File: src/rtl/mem_port_arbiter.sv
`default_nettype none
// ============================================================================
//  mem_port_arbiter -- shares one memory port between fetch and load/store,
//  data-priority arbitration with a fetch starvation guard.  Rev 1.0
// ============================================================================
module mem_port_arbiter #(
   parameter int MAX_STREAK = 4,
   parameter int STREAK_W   = 3
) (
   input  logic        clk,
   input  logic        rst,

   input  logic        inst_req,
   input  logic [31:0] inst_addr,
   input  logic        inst_cancel,
   output logic        inst_addr_ok,
   output logic        inst_data_ok,
   output logic [31:0] inst_rdata,

   input  logic        data_req,
   input  logic        data_wr,
   input  logic [1:0]  data_size,
   input  logic [3:0]  data_wstrb,
   input  logic [31:0] data_addr,
   input  logic [31:0] data_wdata,
   output logic        data_addr_ok,
   output logic        data_data_ok,
   output logic [31:0] data_rdata,

   output logic        mem_req,
   output logic        mem_wr,
   output logic [1:0]  mem_size,
   output logic [3:0]  mem_wstrb,
   output logic [31:0] mem_addr,
   output logic [31:0] mem_wdata,
   input  logic        mem_addr_ok,
   input  logic        mem_data_ok,
   input  logic [31:0] mem_rdata,

   output logic        busy
);

   typedef enum logic [1:0] {
      ST_IDLE = 2'd0,
      ST_REQ  = 2'd1,
      ST_RESP = 2'd2
   } state_t;

   localparam logic [STREAK_W-1:0] c_MAX_STREAK = STREAK_W'(MAX_STREAK);
   localparam logic                c_GUARD_EN   = (MAX_STREAK != 0);

   state_t                r_state;
   state_t                w_state_nxt;
   logic                  r_owner_data;
   logic                  r_cancelled;
   logic [STREAK_W-1:0]   r_streak;
   logic                  r_mem_wr;
   logic [1:0]            r_mem_size;
   logic [3:0]            r_mem_wstrb;
   logic [31:0]           r_mem_addr;
   logic [31:0]           r_mem_wdata;

   logic                  w_contention;
   logic                  w_force_inst;
   logic                  w_grant_data;
   logic                  w_grant_inst;
   logic                  w_resp_done;

   assign w_contention = data_req & inst_req;
   assign w_force_inst = c_GUARD_EN & w_contention & (r_streak == c_MAX_STREAK);

   always_ff @(posedge clk) begin
      if (rst) begin
         r_state <= ST_IDLE;
      end else begin
         r_state <= w_state_nxt;
      end
   end

   always_comb begin
      w_state_nxt  = r_state;
      w_grant_data = 1'b0;
      w_grant_inst = 1'b0;
      w_resp_done  = 1'b0;
      mem_req      = 1'b0;
      busy         = 1'b1;
      case (r_state)
         ST_IDLE: begin
            busy = 1'b0;
            if (data_req && !w_force_inst) begin
               w_grant_data = 1'b1;
            end else if (inst_req && !inst_cancel) begin
               w_grant_inst = 1'b1;
            end
            if (w_grant_data || w_grant_inst) begin
               w_state_nxt = ST_REQ;
            end
         end
         ST_REQ: begin
            mem_req = 1'b1;
            if (mem_addr_ok) begin
               w_state_nxt = ST_RESP;
            end
         end
         ST_RESP: begin
            if (mem_data_ok) begin
               w_resp_done = 1'b1;
               w_state_nxt = ST_IDLE;
            end
         end
         default: begin
            w_state_nxt = ST_IDLE;
         end
      endcase
   end

   assign inst_addr_ok = w_grant_inst;
   assign data_addr_ok = w_grant_data;

   // A cancel arriving in the same cycle as the response must also suppress it.
   assign inst_data_ok = w_resp_done & ~r_owner_data & ~r_cancelled & ~inst_cancel;
   assign data_data_ok = w_resp_done & r_owner_data;

   assign inst_rdata = (r_state == ST_RESP && !r_owner_data) ? mem_rdata : 32'd0;
   assign data_rdata = (r_state == ST_RESP &&  r_owner_data) ? mem_rdata : 32'd0;

   assign mem_wr    = r_mem_wr;
   assign mem_size  = r_mem_size;
   assign mem_wstrb = r_mem_wstrb;
   assign mem_addr  = r_mem_addr;
   assign mem_wdata = r_mem_wdata;

   always_ff @(posedge clk) begin
      if (rst) begin
         r_owner_data <= 1'b0;
         r_mem_wr     <= 1'b0;
         r_mem_size   <= 2'd0;
         r_mem_wstrb  <= 4'd0;
         r_mem_addr   <= 32'd0;
         r_mem_wdata  <= 32'd0;
      end else if (w_grant_data) begin
         r_owner_data <= 1'b1;
         r_mem_wr     <= data_wr;
         r_mem_size   <= data_size;
         r_mem_wstrb  <= data_wstrb;
         r_mem_addr   <= data_addr;
         r_mem_wdata  <= data_wdata;
      end else if (w_grant_inst) begin
         r_owner_data <= 1'b0;
         r_mem_wr     <= 1'b0;
         r_mem_size   <= 2'd2;
         r_mem_wstrb  <= 4'd0;
         r_mem_addr   <= inst_addr;
         r_mem_wdata  <= 32'd0;
      end
   end

   // Streak only grows while fetch is actually waiting; saturates at the limit.
   always_ff @(posedge clk) begin
      if (rst) begin
         r_streak <= '0;
      end else if (w_grant_data) begin
         if (!w_contention) begin
            r_streak <= '0;
         end else if (r_streak != c_MAX_STREAK) begin
            r_streak <= r_streak + STREAK_W'(1);
         end
      end else if (w_grant_inst) begin
         r_streak <= '0;
      end
   end

   always_ff @(posedge clk) begin
      if (rst) begin
         r_cancelled <= 1'b0;
      end else if (r_state == ST_IDLE) begin
         r_cancelled <= 1'b0;
      end else if (!r_owner_data && inst_cancel) begin
         r_cancelled <= 1'b1;
      end
   end

endmodule
`default_nettype wire
File: config.mk
export PLATFORM = sky130hd
export DESIGN_NAME = mem_port_arbiter
export DESIGN_NICKNAME = d
export VERILOG_FILES = /design/src/rtl/mem_port_arbiter.sv
export SDC_FILE = /design/constraint.sdc
export NUM_CORES = 1
export LEC_CHECK = 0
export ABC_AREA = 1
export CAP_MARGIN = 20
export CELL_PAD_IN_SITES_DETAIL_PLACEMENT = 0
export CELL_PAD_IN_SITES_GLOBAL_PLACEMENT = 1
export CORE_MARGIN = 8
export CORE_UTILIZATION = 24
export CTS_CLUSTER_SIZE = 10
export DETAILED_ROUTE_END_ITERATION = 16
export PLACE_DENSITY_LB_ADDON = 0.1
export SYNTH_ARGS = -nofsm -noshare
export SYNTH_HDL_FRONTEND = slang
export SYNTH_SLANG_ARGS = --single-unit
File: constraint.sdc
create_clock -name clk -period 2.7 [get_ports clk]
set_input_delay 0.27 -clock clk [delete_from_list [all_inputs] [get_ports clk]]
set_output_delay 0.27 -clock clk [all_outputs]
set_load 0.02 [all_outputs]
==> results.json, run 1 <==
{
  "status": "completed",
  "drc": 0,
  "grt_max_degree": 78,
  "antenna_found_initial": 1,
  "initial_core_util_pct": 24.5,
  "ant_nets": 0,
  "p_leak_nw": 3.20,
  "dp_slack_ns": 0.468,
  "fin_util_pct": 44.3,
  "die_x_um": 146,
  "cp-start-kind": "register",
  "avgSynthCellArea_um2": 6.27,
  "setup_tns_ns": 0,
  "powerDensity_nw_per_um2": 495,
  "period_share_pct": 85.3,
  "ios": 283,
  "synth_common_cells": "142 x nand2_1, 131 x nor2_1, 78 x dfxtp_1, 78 x nand3_1, 76 x inv_1",
  "path_max_fanout": 33,
  "port_buffers": 282,
  "async_flop_share_pct": 0,
  "crit_required_ns": 2.43,
  "coreArea_um2": 16600,
  "place_congestion": 0.766,
  "synth_most_common_cell": "nand2_1",
  "wl_mm": 18.4,
  "syn_inst": 647,
  "finalCriticalPeriod_ns": 2.30,
  "cp-end-kind": "primary output",
  "fin_ws_ns": 0.397,
  "slew_headroom_pct": 43.4,
  "seq_area_frac_synth_pct": 38.5,
  "synth-main-ff-cell": "dfxtp_1",
  "ys_ff_latch": 78,
  "dr.pass1.iters": 4,
  "cts_made_buffers": 9,
  "path_clk_slew_ns": 0.06,
  "grt_pass1_wl_mm": 28.2,
  "die_h_um": 146,
  "reg2reg_slack_ns": 0.71,
  "yosys-top-cells-area": "dfxtp_1 38%, nand2_1 13%, nor2_1 12%, nand3_1 9.6%, inv_1 7.0%",
  "grt-ovfl-total": 0,
  "cts_hold_buf": 0,
  "postCtsResizedCells": 0,
  "rsz0062_at_grt": "false",
  "rows": 47,
  "syn_to_final_growth_pct": 80.9,
  "num_vias": 4978,
  "cts_tree": "built",
  "max_freq_mhz": 434,
  "drv_cap": 0,
  "grt_pass1_vias": 4969,
  "dpl.hpwl_mm": 13.6,
  "synth-edff-count": 0,
  "slew_violations": 0,
  "dieArea_um2": 21300,
  "hp-class": "in -> reg",
  "netlist.area_leader.share_pct": 38.5,
  "wire_per_inst_um": 16.3,
  "worst_ep_arrival_time_ns": 2.03,
  "yosys_warnings": 0,
  "yosys.area.top_type": "dfxtp_1",
  "fin_worst_skew_ns": 0.00625,
  "cts_setup_buffers": 0,
  "cts_htree_levels": 3,
  "antenna_cells": 0,
  "fin_hold_ws_ns": 0.310,
  "layout.nets": 1046,
  "ys_types": 25,
  "clkSinkCount": 78,
  "drive_gt1_share_pct": 3.97,
  "clock_latency_ns": 0.34,
  "cts-root-buf": "clkbuf_16",
  "syn-num-nets": 791,
  "critPathKind": "reg -> out",
  "drtIter0Drc": 254,
  "tightest_slew_ns": 0.848,
  "avgViaCountPerCell": 4.42,
  "grt_usage_pct": 16.4,
  "synthesis.area_um2": 4060,
  "cts.path.max_buffers": 2,
  "setup_viol": 0,
  "vdd_drop_max_mv": 0.352,
  "hold_violations": 0
}
-- final timing paths --
check	from	cells past startpoint	endpoint
worst max-delay path	r_state[1]$_SDFFE_PP0P_	4	inst_data_ok
worst max register to register	r_streak[0]$_SDFFE_PP0P_	8	mem_wdata[30]$_SDFFE_PP0P_
worst min-delay path	rst	4	r_streak[0]$_SDFFE_PP0P_
worst min register to register	r_streak[0]$_SDFFE_PP0P_	1	r_streak[0]$_SDFFE_PP0P_
-- worst max-delay path, stage by stage, from the launching register on --
cell and delay, ns:
dfxtp_1 0.45, nand3_1 0.11, buf_4 0.25, nor4_1 0.20
clkdlybuf4s50_1 0.68
-- layout by cell type (no fill, tap or decap), drive strengths merged --
master,n
o21bai,1
clkbuf,11
inv,78
clkdlybuf4s50,281
clkinv,3
o31a,1
ha,2
a21oi,44
dfxtp,78
xor2,1
buf,13
bufinv,1
nand2,142
nand4,33
clkinvlp,2
nand3,80
nor2,133
nor3,1
nor4,1
o21ai,1
-- state kept, by name (all words and copies together) (netlist names) --
name          cells
r_cancelled       1
r_streak          3
mem_size          2
mem_addr         32
mem_wr            1
r_state           2
r_owner_data      1
mem_wdata        32
mem_wstrb         4
-- layout make-up --
class	count	area, um2
repair buffers	294	2930
flip-flops and latches	78	1560
multi-input cells	440	1980
clock inverters	5	58.8
fillers	1748	9240
inverters	79	297
clock buffers	11	243
well taps	220	275
-- stage by stage --
step / std cells / area (um2) / power, W
floorplan: 647 / 4060 / 0.00187
global placement: 1110 / 7020 / 0.00243
detailed placement: 1110 / 7020 / 0.00244
CTS: 1126 / 7320 / 0.00369
global route: 1127 / 7340 / 0.00384
finish: 1127 / 7340 / 0.00363
-- where the power goes --
part	internal [W]	switching, W
clock	0.000741	0.000484
sequential	0.00125	0.0000555
combinational	0.000525	0.000574
total	0.00252	0.00111
-- layer usage --
metal | up-vias | GRT usage [%] | part of all wire [%]
li1 | 2531 | - | -
met2 | 170 | 27.8 | 48
met4 | 2 | 3.50 | 1.3
met1 | 2260 | 19.2 | 43
met5 | - | 0 | 0.044
met3 | 15 | 6.58 | 7.4
-- cell families (layout without fill, tap and decap cells) --
logic type / count (synthesis) / after routing / share of synthesized area [%]
AO/OA/AOI/OAI: 47 / 47 / 6.23
XOR/XNOR: 1 / 1 / 0.216
adder cells (fa/ha/maj): 2 / 2 / 0.616
buffers and inverters: 129 / 389 / 13.1
flip-flops: 78 / 78 / 38.5
AND/OR/NAND/NOR: 390 / 390 / 41.3
(Power assumes the default switching activity.)
==> run 2, diff against run 1 <==
==> config.mk (replaced) <==
export PLATFORM = sky130hd
export DESIGN_NAME = mem_port_arbiter
export DESIGN_NICKNAME = d
export VERILOG_FILES = /design/src/rtl/mem_port_arbiter.sv
export SDC_FILE = /design/constraint.sdc
export NUM_CORES = 1
export LEC_CHECK = 0
export CAP_MARGIN = 20
export CELL_PAD_IN_SITES_DETAIL_PLACEMENT = 0
export CELL_PAD_IN_SITES_GLOBAL_PLACEMENT = 1
export CORE_MARGIN = 8
export CORE_UTILIZATION = 25
export CTS_CLUSTER_SIZE = 10
export DETAILED_ROUTE_END_ITERATION = 16
export PLACE_DENSITY = 0.95
export SYNTH_ARGS = -nofsm -noshare
export SYNTH_HDL_FRONTEND = slang
export SYNTH_SLANG_ARGS = --single-unit
==> run 2 against run 1 <==
  * Global-route usage hardly changed
  * Worst setup slack got worse by 0.17 ns
  * Sequential power about the same
  * Register-to-register slack hardly changed
  * Routed wire length decreased by 12%
  * Largest cell class unchanged
  * Largest power group is now the clock network
  * Highest routed layer is now met4
==> results.json, run 2 <==
{
  "avgSynthCellArea_um2": 9.44,
  "final_common_cell": "clkdlybuf4s50_1",
  "drv_cap": 0,
  "antenna_found_initial": 1,
  "grt_usage_pct": 16.4,
  "path_clk_slew_ns": 0.06,
  "cp-end-kind": "primary output",
  "cts_setup_buffers": 0,
  "worst_ep_arrival_time_ns": 2.21,
  "postCtsResizedCells": 0,
  "drc": 0,
  "dpl.hpwl_mm": 12.7,
  "syn-num-nets": 537,
  "ant_nets": 0,
  "period_share_pct": 91.7,
  "status": "completed",
  "async_flop_share_pct": 0,
  "seq_power_share_pct": 36.6,
  "regArea_um2": 1560,
  "synthesis.area_um2": 3710,
  "crit_required_ns": 2.43,
  "hp-class": "in -> reg",
  "layout.nets": 801,
  "internal_power_w": 0.00260,
  "coreArea_um2": 14500,
  "p_switching_w": 0.000996,
  "critPathKind": "reg -> out",
  "wire_per_inst_um": 19.0,
  "syn_to_final_growth_pct": 89.7,
  "die_h_um": 138,
  "multi_input_area_um2": 1970,
  "synth_common_cells": "78 x dfxtp_1, 65 x and2_1, 53 x nor3_1",
  "setup_viol": 0,
  "cts.path.max_buffers": 2,
  "synth_most_common_cell": "dfxtp_1",
  "place_congestion": 0.767,
  "rows": 44,
  "drive_gt1_share_pct": 10.1,
  "grt_max_degree": 41,
  "netlist.area_leader.share_pct": 42.1,
  "grt_pass1_vias": 4447,
  "cp-start-kind": "register",
  "avgViaCountPerCell": 4.86,
  "dr.pass1.iters": 4,
  "path_max_fanout": 33,
  "cts_tree": "built",
  "layout_common_cells": "281 x clkdlybuf4s50_1, 78 x dfxtp_1, 65 x and2_1, 53 x nor3_1, 38 x a22o_1",
  "hold_violations": 0,
  "grt-ovfl-total": 0,
  "cts_hold_buf": 0,
  "ys_ff_latch": 78,
  "wl_mm": 16.1,
  "yosys-top-cells-area": "dfxtp_1 42%, and2_1 11%, a22o_1 9.0%, a2111oi_2 7.7%, nor3_1 7.2%",
  "yosys.area.top_type": "dfxtp_1",
  "fin_worst_skew_ns": 0.00691,
  "rsz0062_at_grt": "false",
  "setup_tns_ns": 0,
  "p_clk_share_pct": 36.9,
  "initial_core_util_pct": 25.5,
  "swShare_pct": 27.7,
  "clock_latency_ns": 0.33,
  "tightest_slew_ns": 0.685,
  "vdd_drop_max_mv": 0.301,
  "finalCriticalPeriod_ns": 2.48,
  "synth-edff-count": 0,
  "fin_util_pct": 48.4,
  "syn_inst": 393,
  "slew_violations": 0,
  "drtIter0Drc": 219,
  "slew_headroom_pct": 53.7,
  "max_freq_mhz": 404,
  "placed_cells": 830,
  "finalNonFillerCells": 847,
  "seq_area_frac_synth_pct": 42.1,
  "cts-root-buf": "clkbuf_16",
  "synth-main-ff-cell": "dfxtp_1",
  "combPwrFrac_pct": 26.5,
  "port_buffers": 282,
  "die_x_um": 138,
  "cts_made_buffers": 9,
  "ys_types": 38,
  "cts_htree_levels": 3,
  "powerDensity_nw_per_um2": 511,
  "ios": 283,
  "clkSinkCount": 78,
  "p_leak_nw": 2.56,
  "grt_pass1_wl_mm": 24.3,
  "fillerInstances": 1341,
  "yosys_warnings": 0,
  "dieArea_um2": 19000,
  "num_vias": 4113
}
[run 2: cell count changes in the layout (fill, tap and decap cells not counted), moves of 38 or more]
cell	previous run	this run
nand2_1	142	1
nor2_1	131	37
nand3_1	77	3
inv_1	76	5
and2_1	0	65
nor3_1	1	53
a21oi_1	44	3
a22o_1	0	38
[run 2: final timing paths]
path	startpoint	cells after the start	to	slack, ns
worst max-delay path	r_state[1]$_SDFFE_PP0P_	4	inst_data_ok	0.22
worst min-delay path	rst	2	r_state[1]$_SDFFE_PP0P_	0.40
worst max register to register	r_streak[0]$_SDFFE_PP0P_	6	mem_addr[3]$_SDFFE_PP0P_	0.70
worst min register to register	mem_wdata[24]$_SDFFE_PP0P_	1	mem_wdata[24]$_SDFFE_PP0P_	0.48
[run 2: power by group through the flow]
| stage | Combinational [W] | Sequential, W | Clock (W) |
|---|---|---|---|
| 5_1_grt | 0.00102 | 0.00133 | 0.00142 |
| 2_1_floorplan | 0.000323 | 0.00144 | 0 |
| 6_report | 0.000954 | 0.00132 | 0.00133 |
| 3_5_place_dp | 0.000962 | 0.00134 | 0 |
| 3_3_place_gp | 0.000948 | 0.00133 | 0 |
| 4_1_cts | 0.000966 | 0.00132 | 0.00136 |
[run 2: cells by family (layout without fill, tap and decap cells)]
kind of cell | Yosys count | in the layout | share of synthesized area, %
compound gates | 82 | 82 | 22.4
simple gates | 185 | 185 | 29.2
flops | 78 | 78 | 42.1
fa+ha+maj | 2 | 2 | 0.674
buf+inv | 46 | 315 | 5.67
other cells | 0 | 1 | 0
[run 2: per-layer routing]
metal	vias up	global-route usage [%]	part of all wire, %
met5	-	0	0
li1	1958	-	-
met2	200	28.6	49
met1	1938	16.9	36
met4	0	5.61	2.0
met3	17	7.77	12
[run 2: worst max-delay path, stage by stage, from the launching register on]
cell and delay (ns):
dfxtp_1 0.54, nor3b_2 0.23, buf_4 0.29, and3_1 0.20, clkdlybuf4s50_1 0.61
[run 2: through the flow]
stage	worst slack (ns)	power, W	hold slack (ns)	cell area [um2]
final	0.224	0.00360	0.403	7040
after global routing	0.0616	0.00377	0.413	7040
after CTS	0.198	0.00365	0.389	7040
after detailed placement	0.346	0.00230	0.465	6710
after global placement	0.326	0.00228	0.460	6710
after floorplan	0.853	0.00177	0.396	3710
[run 2: layout make-up]
| cell class | instances | share of cell area, % |
|---|---|---|
| antenna | 1 | 0.0355 |
| clock buffer | 10 | 3.39 |
| clock inverter | 6 | 1.32 |
| inverter | 5 | 0.267 |
| multi-input combinational | 269 | 28.0 |
| sequential | 78 | 22.2 |
| tap | 184 | 3.27 |
| timing repair buffer | 294 | 41.5 |
==> run 3, diff against run 2 <==
--- a/config.mk
+++ b/config.mk
@@ -9,10 +9,10 @@
 export CELL_PAD_IN_SITES_DETAIL_PLACEMENT = 0
 export CELL_PAD_IN_SITES_GLOBAL_PLACEMENT = 1
 export CORE_MARGIN = 8
-export CORE_UTILIZATION = 25
+export CORE_UTILIZATION = 23
 export CTS_CLUSTER_SIZE = 10
 export DETAILED_ROUTE_END_ITERATION = 16
-export PLACE_DENSITY = 0.95
+export PLACE_DENSITY = 0.9
 export SYNTH_ARGS = -nofsm -noshare
 export SYNTH_HDL_FRONTEND = slang
 export SYNTH_SLANG_ARGS = --single-unit
==> constraint.sdc (replaced) <==
create_clock -name clk -period 2.6 [get_ports clk]
set_input_delay 0.26 -clock clk [delete_from_list [all_inputs] [get_ports clk]]
set_output_delay 0.26 -clock clk [all_outputs]
set_load 0.02 [all_outputs]
==> run 3 against run 2 <==
  * Clock skew is 0.0022 ns lower
  * Power is 0.65% higher
  * Worst hold slack better by 0.019 ns
  * Critical path type unchanged
  * Critical path depth is 1 lower
  * Cell area hardly changed
  * Count of clock-buffer cells in the layout stayed put
  * Combinational power is 4.5% higher
  * Clock power is 5% lower
  * Non-clock buffer count stayed put
  * Worst setup slack better by 0.016 ns
==> results.json, run 3 (synthesis results as in run 2) <==
{
  "dpl.hpwl_mm": 12.8,
  "grt-ovfl-total": 0,
  "drc": 0,
  "drtIter0Drc": 145,
  "dieArea_um2": 20400,
  "tightest_slew_ns": 0.553,
  "ant_nets": 0,
  "grt_pass1_wl_mm": 24.7,
  "path_clk_slew_ns": 0.06,
  "status": "completed",
  "die_h_um": 143,
  "slew_headroom_pct": 62.6,
  "finalCriticalPeriod_ns": 2.36,
  "num_vias": 4111,
  "fin_worst_skew_ns": 0.00474,
  "wire_per_inst_um": 18.4,
  "fin_util_pct": 44.5,
  "avgViaCountPerCell": 4.69,
  "max_freq_mhz": 424,
  "antenna_cells": 0,
  "drive_gt1_share_pct": 10.4,
  "hold_violations": 0,
  "ios": 283,
  "drv_cap": 0,
  "period_share_pct": 90.8,
  "path_max_fanout": 10,
  "grt_pass1_vias": 4501,
  "clock_latency_ns": 0.33,
  "crit_required_ns": 2.34,
  "critPathKind": "reg -> out",
  "cts_made_buffers": 9,
  "coreArea_um2": 15800,
  "cp-start-kind": "register",
  "syn_to_final_growth_pct": 89.9,
  "cp-end-kind": "primary output",
  "worst_ep_arrival_time_ns": 2.10,
  "vdd_drop_max_mv": 0.357,
  "p_leak_nw": 2.54,
  "final_common_cell": "clkdlybuf4s50_1",
  "placed_cells": 862,
  "cts-root-buf": "clkbuf_16",
  "finalNonFillerCells": 877,
  "initial_core_util_pct": 23.4,
  "finalPower_w": 0.00362,
  "dr.pass1.iters": 4,
  "cts_htree_levels": 3,
  "powerDensity_nw_per_um2": 514,
  "clkSinkCount": 78,
  "antenna_found_initial": 0,
  "setup_viol": 0,
  "place_congestion": 0.764,
  "grt_usage_pct": 15.2,
  "rsz0062_at_grt": "false",
  "layout.nets": 801,
  "layout_common_cells": "280 x clkdlybuf4s50_1, 77 x dfxtp_1, 65 x and2_1, 53 x nor3_1, 38 x a22o_1",
  "cts.path.max_buffers": 2,
  "cts_tree": "built",
  "rows": 46,
  "setup_tns_ns": 0,
  "hp-class": "in -> reg",
  "slew_violations": 0,
  "die_x_um": 143,
  "port_buffers": 282,
  "wl_mm": 16.2,
  "grt_max_degree": 41
}
==> run 3: changes by cell type in the layout (fill, tap and decap cells not counted) <==
cell	before	now
clkdlybuf4s50_1	281	280
clkinv_4	1	0
dfxtp_2	0	1
nand2_1	1	0
clkinv_2	0	1
diode_2	1	0
dfxtp_1	78	77
buf_4	11	12
nand2_2	0	1
bufinv_16	2	1
==> run 3: final cells by class <==
type                       count  area, um2
fill                        1463       8780
timing repair buffer         294       2920
multi-input combinational    269       1980
sequential                    78       1560
tap                          216        270
clock buffer                  10        239
clock inverter                 5       58.8
inverter                       5       18.8
==> run 3: final timing paths <==
kind	startpoint	slack (ns)	endpoint	cells past startpoint
max	r_state[0]$_SDFFE_PP0P_	0.24	inst_addr_ok	3
min	rst	0.42	mem_size[1]$_SDFFE_PP0P_	2
max reg2reg	r_state[0]$_SDFFE_PP0P_	0.62	mem_addr[8]$_SDFFE_PP0P_	4
min reg2reg	mem_wdata[3]$_SDFFE_PP0P_	0.48	mem_wdata[3]$_SDFFE_PP0P_	1
==> run 3: metal layers <==
metal | track usage, % | up-vias | part of all wire (%)
li1 | - | 1962 | -
met4 | 4.81 | 0 | 1.5
met5 | 0 | - | 0
met1 | 15.3 | 1920 | 36
met2 | 27.2 | 214 | 50
met3 | 7.31 | 15 | 12
==> run 3: where the power goes <==
part	internal, W	switching, W
combinational	0.000527	0.000470
sequential	0.00130	0.0000635
clock	0.000766	0.000490
total	0.00259	0.00102
==> run 3: metrics by stage <==
step / hold slack [ns] / setup WS (ns) / cell area (um2)
after floorplan: 0.386 / 0.763 / 3710
after global placement: 0.460 / 0.291 / 6750
after detailed placement: 0.464 / 0.291 / 6750
after CTS: 0.424 / 0.0439 / 7040
after global routing: 0.471 / 0.101 / 7040
final: 0.422 / 0.240 / 7040
==> run 3: worst max-delay path, stage by stage, from the launching register on <==
cell and delay, ns:
dfxtp_1 0.45, or4b_1 0.59, nor2_1 0.12, clkdlybuf4s50_1 0.61
==> run 3: timing repair <==
action                     CTS  global route
gates resized for setup      0             1
hold buffers                 0             0
setup endpoints to repair    0            15
buffers inserted             0             0
